### src/rtl/sram_arb_if.sv
// Bundles the two requester ports, the SRAM controller port and the abort flag of sram_arb.
// The arbiter connects to the slave modport; a requester/controller environment uses master.
interface sram_arb_if;
  logic        a_req;
  logic        a_we;
  logic        a_be;
  logic [20:0] a_addr;
  logic [31:0] a_wdata;
  logic [31:0] a_rdata;
  logic        a_ack;

  logic        b_req;
  logic        b_we;
  logic        b_be;
  logic [20:0] b_addr;
  logic [31:0] b_wdata;
  logic [31:0] b_rdata;
  logic        b_ack;

  logic        m_en;
  logic        m_we;
  logic        m_be;
  logic [20:0] m_addr;
  logic [31:0] m_wdata;
  logic [31:0] m_rdata;
  logic        m_rdy;
  logic        tmo_err;

  modport slave (
    input  a_req, a_we, a_be, a_addr, a_wdata,
    output a_rdata, a_ack,
    input  b_req, b_we, b_be, b_addr, b_wdata,
    output b_rdata, b_ack,
    output m_en, m_we, m_be, m_addr, m_wdata,
    input  m_rdata, m_rdy,
    output tmo_err
  );

  modport master (
    output a_req, a_we, a_be, a_addr, a_wdata,
    input  a_rdata, a_ack,
    output b_req, b_we, b_be, b_addr, b_wdata,
    input  b_rdata, b_ack,
    input  m_en, m_we, m_be, m_addr, m_wdata,
    output m_rdata, m_rdy,
    input  tmo_err
  );
endinterface

### src/rtl/sram_arb.sv
// Two-port (CPU = A, DMA = B) arbiter in front of a single SRAM controller, with
// A-priority bounded by a starvation counter and a per-transfer ready timeout.
module sram_arb #(
  parameter int STARVE_MAX = 4,
  parameter int TMO_CYC    = 15
) (
  input logic       clk,
  input logic       rst_n,
  sram_arb_if.slave bus
);

  localparam int SW = $clog2(STARVE_MAX + 1);

  typedef enum logic [1:0] {
    IDLE  = 2'd0,
    ISSUE = 2'd1,
    WAIT  = 2'd2,
    DONE  = 2'd3
  } state_t;

  state_t        state_r, state_s;
  logic [SW-1:0] starve_r, starve_s;
  logic [3:0]    tmo_r, tmo_s;
  logic          grant_b_r, grant_b_s;
  logic          grant_s;
  logic          capture_s;
  logic          timeout_s;

  logic          we_r;
  logic          be_r;
  logic [20:0]   addr_r;
  logic [31:0]   wdata_r;
  logic [31:0]   a_rdata_r;
  logic [31:0]   b_rdata_r;
  logic          m_en_r;
  logic          a_ack_r;
  logic          b_ack_r;
  logic          tmo_err_r;

  // Next-state, arbitration and counter update logic
  always_comb begin
    state_s   = state_r;
    starve_s  = starve_r;
    tmo_s     = tmo_r;
    grant_b_s = grant_b_r;
    grant_s   = 1'b0;
    capture_s = 1'b0;
    timeout_s = 1'b0;
    case (state_r)
      IDLE: begin
        if ((bus.a_req || bus.b_req) && bus.m_rdy) begin
          grant_s   = 1'b1;
          grant_b_s = !bus.a_req || (bus.b_req && (starve_r == SW'(STARVE_MAX)));
          // Starvation only accumulates while B is actually kept waiting by A
          if (grant_b_s || !bus.b_req) begin
            starve_s = {SW{1'b0}};
          end else if (starve_r != SW'(STARVE_MAX)) begin
            starve_s = starve_r + SW'(1);
          end else begin
            starve_s = starve_r;
          end
          state_s = ISSUE;
        end else begin
          state_s = IDLE;
        end
      end
      ISSUE: begin
        tmo_s   = 4'd0;
        state_s = WAIT;
      end
      WAIT: begin
        if (bus.m_rdy) begin
          capture_s = !we_r;
          state_s   = DONE;
        end else if (({1'b0, tmo_r} + 5'd1) == 5'(TMO_CYC)) begin
          timeout_s = 1'b1;
          tmo_s     = tmo_r + 4'd1;
          state_s   = DONE;
        end else begin
          tmo_s   = tmo_r + 4'd1;
          state_s = WAIT;
        end
      end
      DONE: begin
        state_s = IDLE;
      end
      default: begin
        state_s = IDLE;
      end
    endcase
  end

  // State, counters and granted-port register
  always_ff @(posedge clk or negedge rst_n) begin
    if (!rst_n) begin
      state_r   <= IDLE;
      starve_r  <= {SW{1'b0}};
      tmo_r     <= 4'd0;
      grant_b_r <= 1'b0;
    end else begin
      state_r   <= state_s;
      starve_r  <= starve_s;
      tmo_r     <= tmo_s;
      grant_b_r <= grant_b_s;
    end
  end

  // Transfer qualifiers captured at grant so requester changes cannot disturb the transfer
  always_ff @(posedge clk or negedge rst_n) begin
    if (!rst_n) begin
      we_r    <= 1'b0;
      be_r    <= 1'b0;
      addr_r  <= 21'd0;
      wdata_r <= 32'd0;
    end else if (grant_s) begin
      we_r    <= grant_b_s ? bus.b_we    : bus.a_we;
      be_r    <= grant_b_s ? bus.b_be    : bus.a_be;
      addr_r  <= grant_b_s ? bus.b_addr  : bus.a_addr;
      wdata_r <= grant_b_s ? bus.b_wdata : bus.a_wdata;
    end
  end

  // Per-port read data, updated only by a successful read on that port
  always_ff @(posedge clk or negedge rst_n) begin
    if (!rst_n) begin
      a_rdata_r <= 32'd0;
      b_rdata_r <= 32'd0;
    end else if (capture_s) begin
      if (grant_b_r) begin
        b_rdata_r <= bus.m_rdata;
      end else begin
        a_rdata_r <= bus.m_rdata;
      end
    end
  end

  // Strobes registered from the next state so each is high for exactly its state's cycle
  always_ff @(posedge clk or negedge rst_n) begin
    if (!rst_n) begin
      m_en_r    <= 1'b0;
      a_ack_r   <= 1'b0;
      b_ack_r   <= 1'b0;
      tmo_err_r <= 1'b0;
    end else begin
      m_en_r    <= (state_s == ISSUE);
      a_ack_r   <= (state_s == DONE) && !grant_b_s;
      b_ack_r   <= (state_s == DONE) && grant_b_s;
      tmo_err_r <= timeout_s;
    end
  end

  assign bus.m_en    = m_en_r;
  assign bus.m_we    = we_r;
  assign bus.m_be    = be_r;
  assign bus.m_addr  = addr_r;
  assign bus.m_wdata = wdata_r;
  assign bus.a_rdata = a_rdata_r;
  assign bus.b_rdata = b_rdata_r;
  assign bus.a_ack   = a_ack_r;
  assign bus.b_ack   = b_ack_r;
  assign bus.tmo_err = tmo_err_r;

endmodule

### src/flat_wrapper.sv
// flat-port wrapper written by rule: the top's interface ports become plain ports
module sram_arb_flat 
#(
  parameter int STARVE_MAX = 4,
  parameter int TMO_CYC    = 15
)
  (clk, rst_n, bus_a_req, bus_a_we, bus_a_be, bus_a_addr, bus_a_wdata, bus_a_rdata, bus_a_ack, bus_b_req, bus_b_we, bus_b_be, bus_b_addr, bus_b_wdata, bus_b_rdata, bus_b_ack, bus_m_en, bus_m_we, bus_m_be, bus_m_addr, bus_m_wdata, bus_m_rdata, bus_m_rdy, bus_tmo_err);
  sram_arb_if bus_i ();
  input logic clk;
  input logic rst_n;
  input wire logic [$bits(bus_i.a_req)-1:0] bus_a_req;
  input wire logic [$bits(bus_i.a_we)-1:0] bus_a_we;
  input wire logic [$bits(bus_i.a_be)-1:0] bus_a_be;
  input wire logic [$bits(bus_i.a_addr)-1:0] bus_a_addr;
  input wire logic [$bits(bus_i.a_wdata)-1:0] bus_a_wdata;
  output wire logic [$bits(bus_i.a_rdata)-1:0] bus_a_rdata;
  output wire logic [$bits(bus_i.a_ack)-1:0] bus_a_ack;
  input wire logic [$bits(bus_i.b_req)-1:0] bus_b_req;
  input wire logic [$bits(bus_i.b_we)-1:0] bus_b_we;
  input wire logic [$bits(bus_i.b_be)-1:0] bus_b_be;
  input wire logic [$bits(bus_i.b_addr)-1:0] bus_b_addr;
  input wire logic [$bits(bus_i.b_wdata)-1:0] bus_b_wdata;
  output wire logic [$bits(bus_i.b_rdata)-1:0] bus_b_rdata;
  output wire logic [$bits(bus_i.b_ack)-1:0] bus_b_ack;
  output wire logic [$bits(bus_i.m_en)-1:0] bus_m_en;
  output wire logic [$bits(bus_i.m_we)-1:0] bus_m_we;
  output wire logic [$bits(bus_i.m_be)-1:0] bus_m_be;
  output wire logic [$bits(bus_i.m_addr)-1:0] bus_m_addr;
  output wire logic [$bits(bus_i.m_wdata)-1:0] bus_m_wdata;
  input wire logic [$bits(bus_i.m_rdata)-1:0] bus_m_rdata;
  input wire logic [$bits(bus_i.m_rdy)-1:0] bus_m_rdy;
  output wire logic [$bits(bus_i.tmo_err)-1:0] bus_tmo_err;
  assign bus_i.a_req = bus_a_req;
  assign bus_i.a_we = bus_a_we;
  assign bus_i.a_be = bus_a_be;
  assign bus_i.a_addr = bus_a_addr;
  assign bus_i.a_wdata = bus_a_wdata;
  assign bus_a_rdata = bus_i.a_rdata;
  assign bus_a_ack = bus_i.a_ack;
  assign bus_i.b_req = bus_b_req;
  assign bus_i.b_we = bus_b_we;
  assign bus_i.b_be = bus_b_be;
  assign bus_i.b_addr = bus_b_addr;
  assign bus_i.b_wdata = bus_b_wdata;
  assign bus_b_rdata = bus_i.b_rdata;
  assign bus_b_ack = bus_i.b_ack;
  assign bus_m_en = bus_i.m_en;
  assign bus_m_we = bus_i.m_we;
  assign bus_m_be = bus_i.m_be;
  assign bus_m_addr = bus_i.m_addr;
  assign bus_m_wdata = bus_i.m_wdata;
  assign bus_i.m_rdata = bus_m_rdata;
  assign bus_i.m_rdy = bus_m_rdy;
  assign bus_tmo_err = bus_i.tmo_err;
  sram_arb #(.STARVE_MAX(STARVE_MAX), .TMO_CYC(TMO_CYC)) u_core (.clk(clk), .rst_n(rst_n), .bus(bus_i));
endmodule
### config.mk
export PLATFORM = sky130hd
export DESIGN_NAME = sram_arb_flat
export DESIGN_NICKNAME = d
export VERILOG_FILES = /design/src/rtl/sram_arb_if.sv /design/src/rtl/sram_arb.sv /design/src/flat_wrapper.sv
export SDC_FILE = /design/constraint.sdc
export NUM_CORES = 1
export LEC_CHECK = 0
export ABC_AREA = 1
export BUFFER_PORTS_ARGS = -buffer_cell sky130_fd_sc_hd__buf_2
export CORE_ASPECT_RATIO = 1.2
export CORE_MARGIN = 4
export CORE_UTILIZATION = 51
export DETAILED_ROUTE_END_ITERATION = 16
export PLACE_DENSITY_LB_ADDON = 0.25
export SYNTH_ARGS = -nofsm -noshare
export SYNTH_HDL_FRONTEND = slang
export SYNTH_SLANG_ARGS = --single-unit
### constraint.sdc
create_clock -name clk -period 3.8 [get_ports clk]
set_input_delay 0.76 -clock clk [delete_from_list [all_inputs] [get_ports clk]]
set_output_delay 0.76 -clock clk [all_outputs]
set_load 0.05 [all_outputs]
==> flow_summary_export.csv, run 1 <==
group,metric,value,unit
status,status,"complete, no violations",
logic_synthesis,synth_top_family_by_area,"simple AND/OR/NAND/NOR gates",
routing,viasPerCell,4.77,
logic_synthesis,yosys.area_share.adder,1.65,%
grt,grt_pass1_wl,25600,um
routing,finalWirelength,16200,um
die,fp.dieW,108,um
die,start_util,52.3,%
logic_synthesis,yosys.area_share.simple,22.7,%
sta,finalWorstSetupSlack,1.43,ns
logic_synthesis,syn_avg_cell_area,8.29,um2
critical_path,path_buf_inv,3,
critical_path,max_stage_delay,0.49,ns
logic_synthesis,ys_warn_count,0,
finish,areaGrowthSynthToFinish,33.5,%
logic_synthesis,yosysUniqueCellTypes,26,
flow_run,drv_cap,0,
placement,dp_slack,1.10,ns
logic_synthesis,synth_seq_area_share,54.8,%
critical_path,crit_type,"flip-flop to flip-flop",
routing,dr.pass1.iters,4,
critical_path,slowest_stage,"buf_4",
power,leakage,4.34,nW
grt,grt_start_max_net_pins,71,
critical_path,worst_path_dominant_cell_family,"buffers and inverters",
cts,clk_pin_slew,0.06,ns
logic_synthesis,synth_compound_area_share,10.8,%
sta,slew_violations,0,
critical_path,worstSetupEndpointType,"flip-flop",
finish,mostFrequentLayoutCell,"buf_2",
worst_hold_path,hp-class,"primary input to async pin",
placement,dpl-instance-area,0.00748,mm2
logic_synthesis,syn-num-nets,888,
routing,drc,0,
critical_path,required,4.14,ns
sta,finalHoldViolations,0,
finish,nFillCells,1004,
cts,post_cts_buffers,0,
grt,antenna_found_initial,0,
sta,max_slew.worst_pin.slew,1.01,ns
logic_synthesis,ys_ff_latch,133,
sta,clock.fmax,0.421,GHz
critical_path,critPathLaunchType,"flip-flop",
sta,finClkSkew,0.00662,ns
cts,clockBufferDepth,2,
critical_path,worstPathArrival,2.72,ns
cts,cts.htree.levels,4,
cts,cts_sinks,133,
critical_path,cp-startpoint,"u_core.state_r[0]",
logic_synthesis,syn_area,0.00607,mm2
critical_path,r2r-start,"u_core.state_r[0]",
logic_synthesis,muxShareOfSynthArea,0,%
logic_synthesis,syn_inst,733,
finish,fin_util,69.7,%
placement,gp_congestion,0.842,
cts,cts_tree,"done",
critical_path,cp.depth,7,
cts,hold_buffers,0,
power,finalPower,0.00843,W
power,max-vdd-ir-drop,0.000762,V
die,die_h,128,um
routing,wl_per_cell,13.9,um
logic_synthesis,synth_top_area_share,54.8,%
routing,detail-route-antenna-nets,0,
finish,drive_gt1_share,33.5,%
die,io_pins,270,
placement,dpl.hpwl,11400,um
sta,min_period,2.37,ns
cts,root_buffer,"clkbuf_16",
critical_path,cp_cell_sequence,"inv_1 -> ha_1 -> nand3_4 -> inv_1 -> buf_4 -> o21ai_0 -> nor2_1",
power,power_density,1040,mW/mm2
die,core-area,0.0116,mm2
finish,design_area,0.00811,mm2
critical_path,path_common_cell,"inv_1",
grt,grt_overflow,0,
cts,insertion_delay,0.41,ns
finish,antennaDiodeCount,0,
cts,cts-resized-gates,0,
critical_path,r2r_slack,1.43,ns
critical_path,reg2reg_depth,7,
sta,slew_headroom,32.1,%
logic_synthesis,yosys-top-cells-area,"dfrtp_1, o21ai_0, nand2_1, nor2_1, inv_1",
sta,period_share,62.5,%
grt,grt_pass1_vias,5374,
critical_path,worstPathMaxFanout,61,
die,rows,43,
sta,rsz0062_at_grt,"no",
sta,tns,0,ns
finish,finalNetCount,1144,
logic_synthesis,synth-xor-area-share,0.144,%
sta,setup_viol,0,
cts,cts_made_buffers,17,
routing,drt_iter0_markers,226,
finish,final_cell_mix,"buf_2, nand2_1, dfrtp_1",
logic_synthesis,synth_top_area_cell,"dfrtp_1",
placement,portBuffers,269,
grt,grt_use_total,23.4,%
routing,vias,5524,
die,die-area,0.0137,mm2
metal layers:
layer | vias up | share of wire [%] | track usage (%) | routed length (um)
met4 | 0 | 1.6 | 8.54 | 259
met1 | 2532 | 41 | 29.1 | 6560
met2 | 222 | 48 | 37.6 | 7770
met3 | 23 | 9.7 | 8.54 | 1570
met5 | - | 0 | 0 | 0
li1 | 2747 | - | - | -
Yosys cell counts (all sizes together):
library cell	number
o31ai	1
nand3	5
xnor2	1
clkbuf	18
ha	8
dfrtp	133
a21oi	1
buf	18
o21ai	126
o22ai	1
nand2	141
or2	55
inv	105
nor2	118
nand4	2
layout make-up:
cell class                 instances  area (um2)  share of cell area [%]
clock buffer                      19         433                    5.34
clock inverter                    13         196                    2.42
inverter                         105         394                    4.86
multi-input combinational        459        2150                    26.6
sequential                       133        3330                    41.1
tap                              157         196                    2.42
timing repair buffer             273        1400                    17.3
flip-flops by register name (all words and copies together) (netlist names):
register,count
u_core.bus.a_rdata,32
u_core.bus.tmo_err,1
u_core.bus.m_wdata,32
u_core.bus.m_we,1
u_core.state_r,2
u_core.bus.m_addr,21
u_core.bus.m_be,1
u_core.starve_r,3
u_core.grant_b_r,1
u_core.bus.b_ack,1
u_core.bus.b_rdata,32
u_core.tmo_r,4
u_core.bus.m_en,1
u_core.bus.a_ack,1
final timing paths:
check / to
worst max register to register: u_core.bus.m_wdata[17]
worst max-delay path: u_core.bus.m_wdata[17]
max in group asynchronous: u_core.bus.b_rdata[15]
worst min-delay path: u_core.bus.m_be
worst min register to register: u_core.bus.b_rdata[10]
min in group clk: u_core.bus.b_rdata[10]
cell families (layout without fill, tap and decap cells):
| group | Yosys count | count (layout) |
|---|---|---|
| AND/OR/NAND/NOR | 321 | 321 |
| buffers and inverters | 141 | 410 |
| flip-flops | 133 | 133 |
| AO/OA/AOI/OAI | 129 | 129 |
| adder cells (fa/ha/maj) | 8 | 8 |
| XOR/XNOR | 1 | 1 |
through the flow:
step                hold WS (ns)  std cells
floorplan                  0.464        733
global placement           0.461       1127
detailed placement         0.468       1127
CTS                        0.482       1159
global route               0.507       1159
finish                     0.478       1159
report_power, final:
group	leakage, nW	internal (W)	switching [W]
combinational	2.43	0.000945	0.00330
sequential	1.61	0.00209	0.000367
clock	0.299	0.00111	0.000627
total	4.34	0.00414	0.00429
(Power assumes the default switching activity.)
==> run 2, diff against run 1 <==
--- a/config.mk
+++ b/config.mk
@@ -9,7 +9,7 @@
 export BUFFER_PORTS_ARGS = -buffer_cell sky130_fd_sc_hd__buf_2
 export CORE_ASPECT_RATIO = 1.2
 export CORE_MARGIN = 4
-export CORE_UTILIZATION = 51
+export CORE_UTILIZATION = 48
 export DETAILED_ROUTE_END_ITERATION = 16
 export PLACE_DENSITY_LB_ADDON = 0.25
 export SYNTH_ARGS = -nofsm -noshare
==> constraint.sdc (replaced) <==
create_clock -name clk -period 2.5 [get_ports clk]
set_input_delay 0.5 -clock clk [delete_from_list [all_inputs] [get_ports clk]]
set_output_delay 0.5 -clock clk [all_outputs]
set_load 0.05 [all_outputs]
==> run 2 against run 1 <==
  * Total power grew 54%
  * First-iteration DRC count is 36% higher
  * Sequential power rose by 51%
  * Sequential share of layout area shrank 0.46 points
  * Flip-flop and latch count did not move
  * Count of clock-buffer cells in the layout is 1 lower
  * Non-clock buffer count up 6
  * Combinational power is 53% higher
==> flow_summary_export.csv, run 2 (same netlist as run 1, synthesis figures left out) <==
group,metric,value,unit
status,status,"complete, no violations",
power,power_density,1580,mW/mm2
cts,cts_tree,"done",
cts,hold_buffers,0,
grt,antenna_found_initial,0,
power,max-vdd-ir-drop,0.000925,V
routing,viasPerCell,4.71,
finish,layoutNonFillerInstCount,1171,
finish,mostFrequentLayoutCell,"buf_2",
grt,grt_overflow,0,
die,die-area,0.0145,mm2
critical_path,r2r_end,"u_core.bus.m_wdata[27]",
sta,finClkSkew,0.00624,ns
placement,portBuffers,269,
cts,cts.htree.levels,4,
die,rows,44,
finish,finalNetCount,1150,
worst_hold_path,hp-class,"primary input to async pin",
grt,grt_pass1_wl,27000,um
critical_path,cp-startpoint,"u_core.state_r[0]",
critical_path,reg2reg_depth,7,
cts,cts_made_buffers,17,
critical_path,r2r-start,"u_core.state_r[0]",
critical_path,worstPathArrival,2.19,ns
placement,dp_slack,0.529,ns
sta,max_slew.worst_pin.slew,0.743,ns
cts,post_cts_buffers,0,
placement,gp_congestion,0.826,
finish,drive_gt1_share,34.0,%
critical_path,cp_cell_sequence,"inv_1 -> ha_1 -> nand3_4 -> buf_4 -> or2_2 -> nor2_1 -> nor2_1",
die,start_util,49.7,%
cts,cts_sinks,133,
routing,detail-route-antenna-nets,0,
cts,clk_pin_slew,0.06,ns
critical_path,r2r_slack,0.60,ns
placement,dp_cells,1137,
grt,grt_use_total,22.7,%
critical_path,max_stage_delay,0.37,ns
sta,min_period,1.90,ns
critical_path,endpoint,"u_core.bus.m_wdata[27]",
finish,areaGrowthSynthToFinish,35.0,%
die,die_h,131,um
sta,setup_viol,0,
sta,slew_headroom,50.5,%
cts,insertion_delay,0.40,ns
critical_path,crit_type,"flip-flop to flip-flop",
routing,finalWirelength,16600,um
grt,grt_start_max_net_pins,134,
critical_path,slowest_stage,"dfrtp_1",
placement,dpl.hpwl,12000,um
routing,drc,0,
finish,design_area,0.00820,mm2
sta,slew_violations,0,
sta,period_share,76.0,%
routing,drt_iter0_markers,307,
sta,clock.fmax,0.526,GHz
die,core-area,0.0122,mm2
cts,cts-resized-gates,0,
finish,final_cell_mix,"buf_2, nand2_1, dfrtp_1",
sta,tns,0,ns
routing,dr.pass1.iters,5,
sta,finalWorstSetupSlack,0.601,ns
placement,dpl-instance-area,0.00754,mm2
critical_path,critPathLaunchType,"flip-flop",
critical_path,worstSetupEndpointType,"flip-flop",
grt,grt_pass1_vias,5452,
critical_path,path_common_cell,"nor2_1",
cts,root_buffer,"clkbuf_16",
critical_path,worstPathMaxFanout,38,
finish,fin_util,67.1,%
flow_run,drv_cap,0,
sta,rsz0062_at_grt,"no",
cts,clockBufferDepth,2,
critical_path,required,2.79,ns
routing,vias,5520,
die,fp.dieW,111,um
sta,finalHoldViolations,0,
power,leakage,4.40,nW
routing,wl_per_cell,14.2,um
die,io_pins,270,
[run 2: cell count changes in the layout (fill, tap and decap cells not counted)]
cell / previous run / this run
clkinv_2: 0 / 1
clkinvlp_4: 2 / 1
clkbuf_1: 2 / 1
diode_2: 0 / 2
inv_6: 4 / 3
buf_4: 3 / 8
buf_12: 2 / 3
bufinv_16: 4 / 5
clkinv_4: 3 / 4
[run 2: where the power goes]
part / total [W] / internal (W) / switching (W)
Clock: 0.00274 / 0.00178 / 0.000951
Sequential: 0.00371 / 0.00317 / 0.000539
Combinational: 0.00650 / 0.00145 / 0.00505
[run 2: final cells by class]
cell class,instances,area (um2)
fillers,1046,4030
flip-flops and latches,133,3330
multi-input cells,459,2150
repair buffers,279,1460
clock buffers,18,429
inverters,105,394
clock inverters,14,224
well taps,161,201
diodes,2,5.00
[run 2: routing by layer]
metal	vias up	part of all wire, %	track usage, %
met3	22	8.5	7.96
met2	218	49	38.1
met4	0	1.6	6.84
li1	2752	-	-
met5	-	0	0
met1	2528	41	27.5
[run 2: worst min-delay path by stage]
stage / end / cells past startpoint / slack (ns)
6_report: u_core.bus.m_wdata[31] / 2 / 0.17
5_1_grt: u_core.bus.m_wdata[17] / 2 / 0.26
4_1_cts: u_core.bus.m_addr[1] / 2 / 0.25
3_5_place_dp: u_core.bus.b_rdata[9] / 2 / 0.47
3_3_place_gp: u_core.bus.b_rdata[6] / 2 / 0.46
2_1_floorplan: u_core.bus.a_ack / 0 / 0.20
[run 2: critical path: cells and delay by family, from the launching register on]
family                     cells  cell delay [ns]
adders and majority gates      1             0.21
buffers and inverters          2             0.44
DFF                            1             0.37
and+or+nand+nor                4             0.74
[run 2: metrics by stage]
stage                     power (W)  hold WS (ns)
final                        0.0129         0.166
after global routing         0.0136         0.261
after CTS                    0.0131         0.247
after detailed placement     0.0103         0.468
after global placement       0.0102         0.461
after floorplan             0.00860         0.204
==> run 3, diff against run 2 <==
--- a/config.mk
+++ b/config.mk
@@ -9,7 +9,7 @@
 export BUFFER_PORTS_ARGS = -buffer_cell sky130_fd_sc_hd__buf_2
 export CORE_ASPECT_RATIO = 1.2
 export CORE_MARGIN = 4
-export CORE_UTILIZATION = 48
+export CORE_UTILIZATION = 43
 export DETAILED_ROUTE_END_ITERATION = 16
 export PLACE_DENSITY_LB_ADDON = 0.25
 export SYNTH_ARGS = -nofsm -noshare
==> constraint.sdc (replaced) <==
create_clock -name clk -period 1.7 [get_ports clk]
set_input_delay 0.34 -clock clk [delete_from_list [all_inputs] [get_ports clk]]
set_output_delay 0.34 -clock clk [all_outputs]
set_load 0.05 [all_outputs]
==> run 3 against run 2 <==
  * First-iteration DRC count up 12%
  * Core utilization down 3.9 points
  * Non-clock buffer count up 27
  * Register-to-register slack worse by 0.56 ns
  * Combinational power up 60%
  * Clock skew about the same
  * Setup slack worse by 0.56 ns
  * Final cell count up 3.0%
  * Fmax up 15%
  * Highest routed layer is now met5
==> flow_summary_export.csv, run 3 (same netlist as run 1, synthesis figures left out) <==
group,metric,value,unit
sta,min_period,1.66,ns
power,power_density,2270,mW/mm2
routing,drt_iter0_markers,344,
sta,setup_viol,0,
critical_path,critPathLaunchType,"flip-flop",
finish,areaGrowthSynthToFinish,43.7,%
sta,finClkSkew,0.00593,ns
die,core-area,0.0138,mm2
sta,finalHoldViolations,0,
routing,vias,5730,
critical_path,cp-startpoint,"u_core.state_r[1]",
finish,finalNetCount,1177,
critical_path,worstSetupEndpointType,"flip-flop",
routing,finalWirelength,19000,um
critical_path,r2r-start,"u_core.state_r[1]",
sta,slew_violations,0,
worst_hold_path,hold_path.startpoint,"bus_m_rdata[26]",
sta,slew_headroom,75.1,%
cts,cts_sinks,133,
routing,dr.pass1.iters,4,
grt,grt_pass1_wl,26900,um
finish,nFillCells,1198,
cts,cts_tree,"done",
power,finalPower,0.0199,W
finish,layoutNonFillerInstCount,1206,
placement,dpl.hpwl,11700,um
grt,grt_pass1_vias,5480,
placement,dp_slack,-0.0178,ns
worst_hold_path,hp-class,"primary input to flip-flop",
routing,wl_per_cell,15.8,um
die,rows,47,
status,status,"complete, no violations",
finish,antennaDiodeCount,0,
die,io_pins,270,
sta,clock.fmax,0.603,GHz
routing,viasPerCell,4.75,
placement,portBuffers,269,
placement,gp_congestion,0.799,
die,fp.dieW,116,um
sta,max_slew.worst_pin.slew,0.374,ns
cts,cts.htree.levels,4,
cts,clk_pin_slew,0.06,ns
grt,grt_overflow,0,
placement,dp_cells,1152,
critical_path,worstPathArrival,1.95,ns
critical_path,required,2.00,ns
sta,finalWorstSetupSlack,0.0425,ns
sta,period_share,97.5,%
critical_path,crit_type,"flip-flop to flip-flop",
routing,drc,0,
die,die_h,138,um
grt,antenna_found_initial,1,
cts,clockBufferDepth,2,
grt,grt_start_max_net_pins,65,
grt,grt_use_total,20.9,%
cts,root_buffer,"clkbuf_16",
critical_path,worstPathMaxFanout,15,
finish,final_cell_mix,"buf_2, nand2_1, dfrtp_1",
finish,drive_gt1_share,36.5,%
routing,detail-route-antenna-nets,0,
flow_run,drv_cap,0,
cts,insertion_delay,0.41,ns
sta,rsz0062_at_grt,"yes",
die,die-area,0.0161,mm2
finish,mostFrequentLayoutCell,"buf_2",
cts,cts_made_buffers,17,
die,start_util,43.9,%
power,leakage,4.64,nW
power,max-vdd-ir-drop,0.00153,V
## run 3: changes by cell type in the layout (fill, tap and decap cells not counted), moves of 3 or more
cell / before / now
buf_12: 3 / 11
buf_6: 0 / 6
o21ai_0: 108 / 87
o21ai_1: 17 / 38
clkbuf_8: 0 / 5
clkbuf_16: 17 / 26
nor2_1: 116 / 113
## run 3: through the flow
| stage | TNS, ns | area, um2 | util, % | hold slack, ns |
|---|---|---|---|---|
| after floorplan | 0 | 6070 | - | 0.0444 |
| after global placement | 0 | 7660 | 55.5 | 0.280 |
| after detailed placement | -0.0508 | 7660 | 55.5 | 0.286 |
| after CTS | 0 | 8350 | 60.4 | 0.155 |
| after global routing | -0.251 | 8730 | 63.2 | 0.185 |
| final | 0 | 8730 | 63.2 | 0.173 |
## run 3: final cells by class
type / count / area [um2] / area share (%)
flip-flops and latches: 133 / 3330 / 38.1
multi-input cells: 459 / 2190 / 25.0
repair buffers: 306 / 1960 / 22.5
clock buffers: 23 / 498 / 5.71
inverters: 105 / 398 / 4.56
well taps: 171 / 214 / 2.45
clock inverters: 9 / 140 / 1.61
## run 3: path summary, 6_finish.rpt
path	slack [ns]	endpoint	cells past startpoint
worst max-delay path	0.04	u_core.bus.m_wdata[4]	8
worst min-delay path	0.17	u_core.bus.a_rdata[26]	3
worst max register to register	0.04	u_core.bus.m_wdata[4]	8
worst min register to register	0.48	u_core.bus.b_rdata[9]	2
max in group asynchronous	0.68	u_core.bus.m_addr[8]	3
min in group asynchronous	0.43	u_core.bus.m_wdata[26]	2
## run 3: power by group
| group | leakage (nW) | switching, W | internal [W] |
|---|---|---|---|
| logic | 2.72 | 0.00773 | 0.00271 |
| clock network | 0.307 | 0.00143 | 0.00252 |
| registers | 1.61 | 0.000796 | 0.00466 |
| total | 4.64 | 0.00996 | 0.00989 |
## run 3: critical path, cell delays in order, from the launching register on
cell        delay (ns)
dfrtp_1           0.35
inv_2             0.05
ha_2              0.19
nand3_4           0.11
buf_12            0.16
clkinvlp_4        0.17
clkbuf_16         0.23
o21ai_0           0.19
nor2_1            0.08
## run 3: repair_timing
action / CTS / global route
setup endpoints to repair: 21 / 119
hold buffers: 1 / 0
endpoints found under the hold margin: 21 / 0
pin swaps: 1 / 2
resized for setup: 3 / 34
gates cloned: 1 / 13
setup buffers: 0 / 7
## run 3: routing by layer
layer / vias up / track usage [%] / share of wire [%]
met3: 45 / 6.64 / 9.3
met5: - / 0 / 0.068
met1: 2613 / 26.9 / 40
li1: 2819 / - / -
met4: 2 / 8.00 / 2.8
met2: 251 / 32.9 / 48
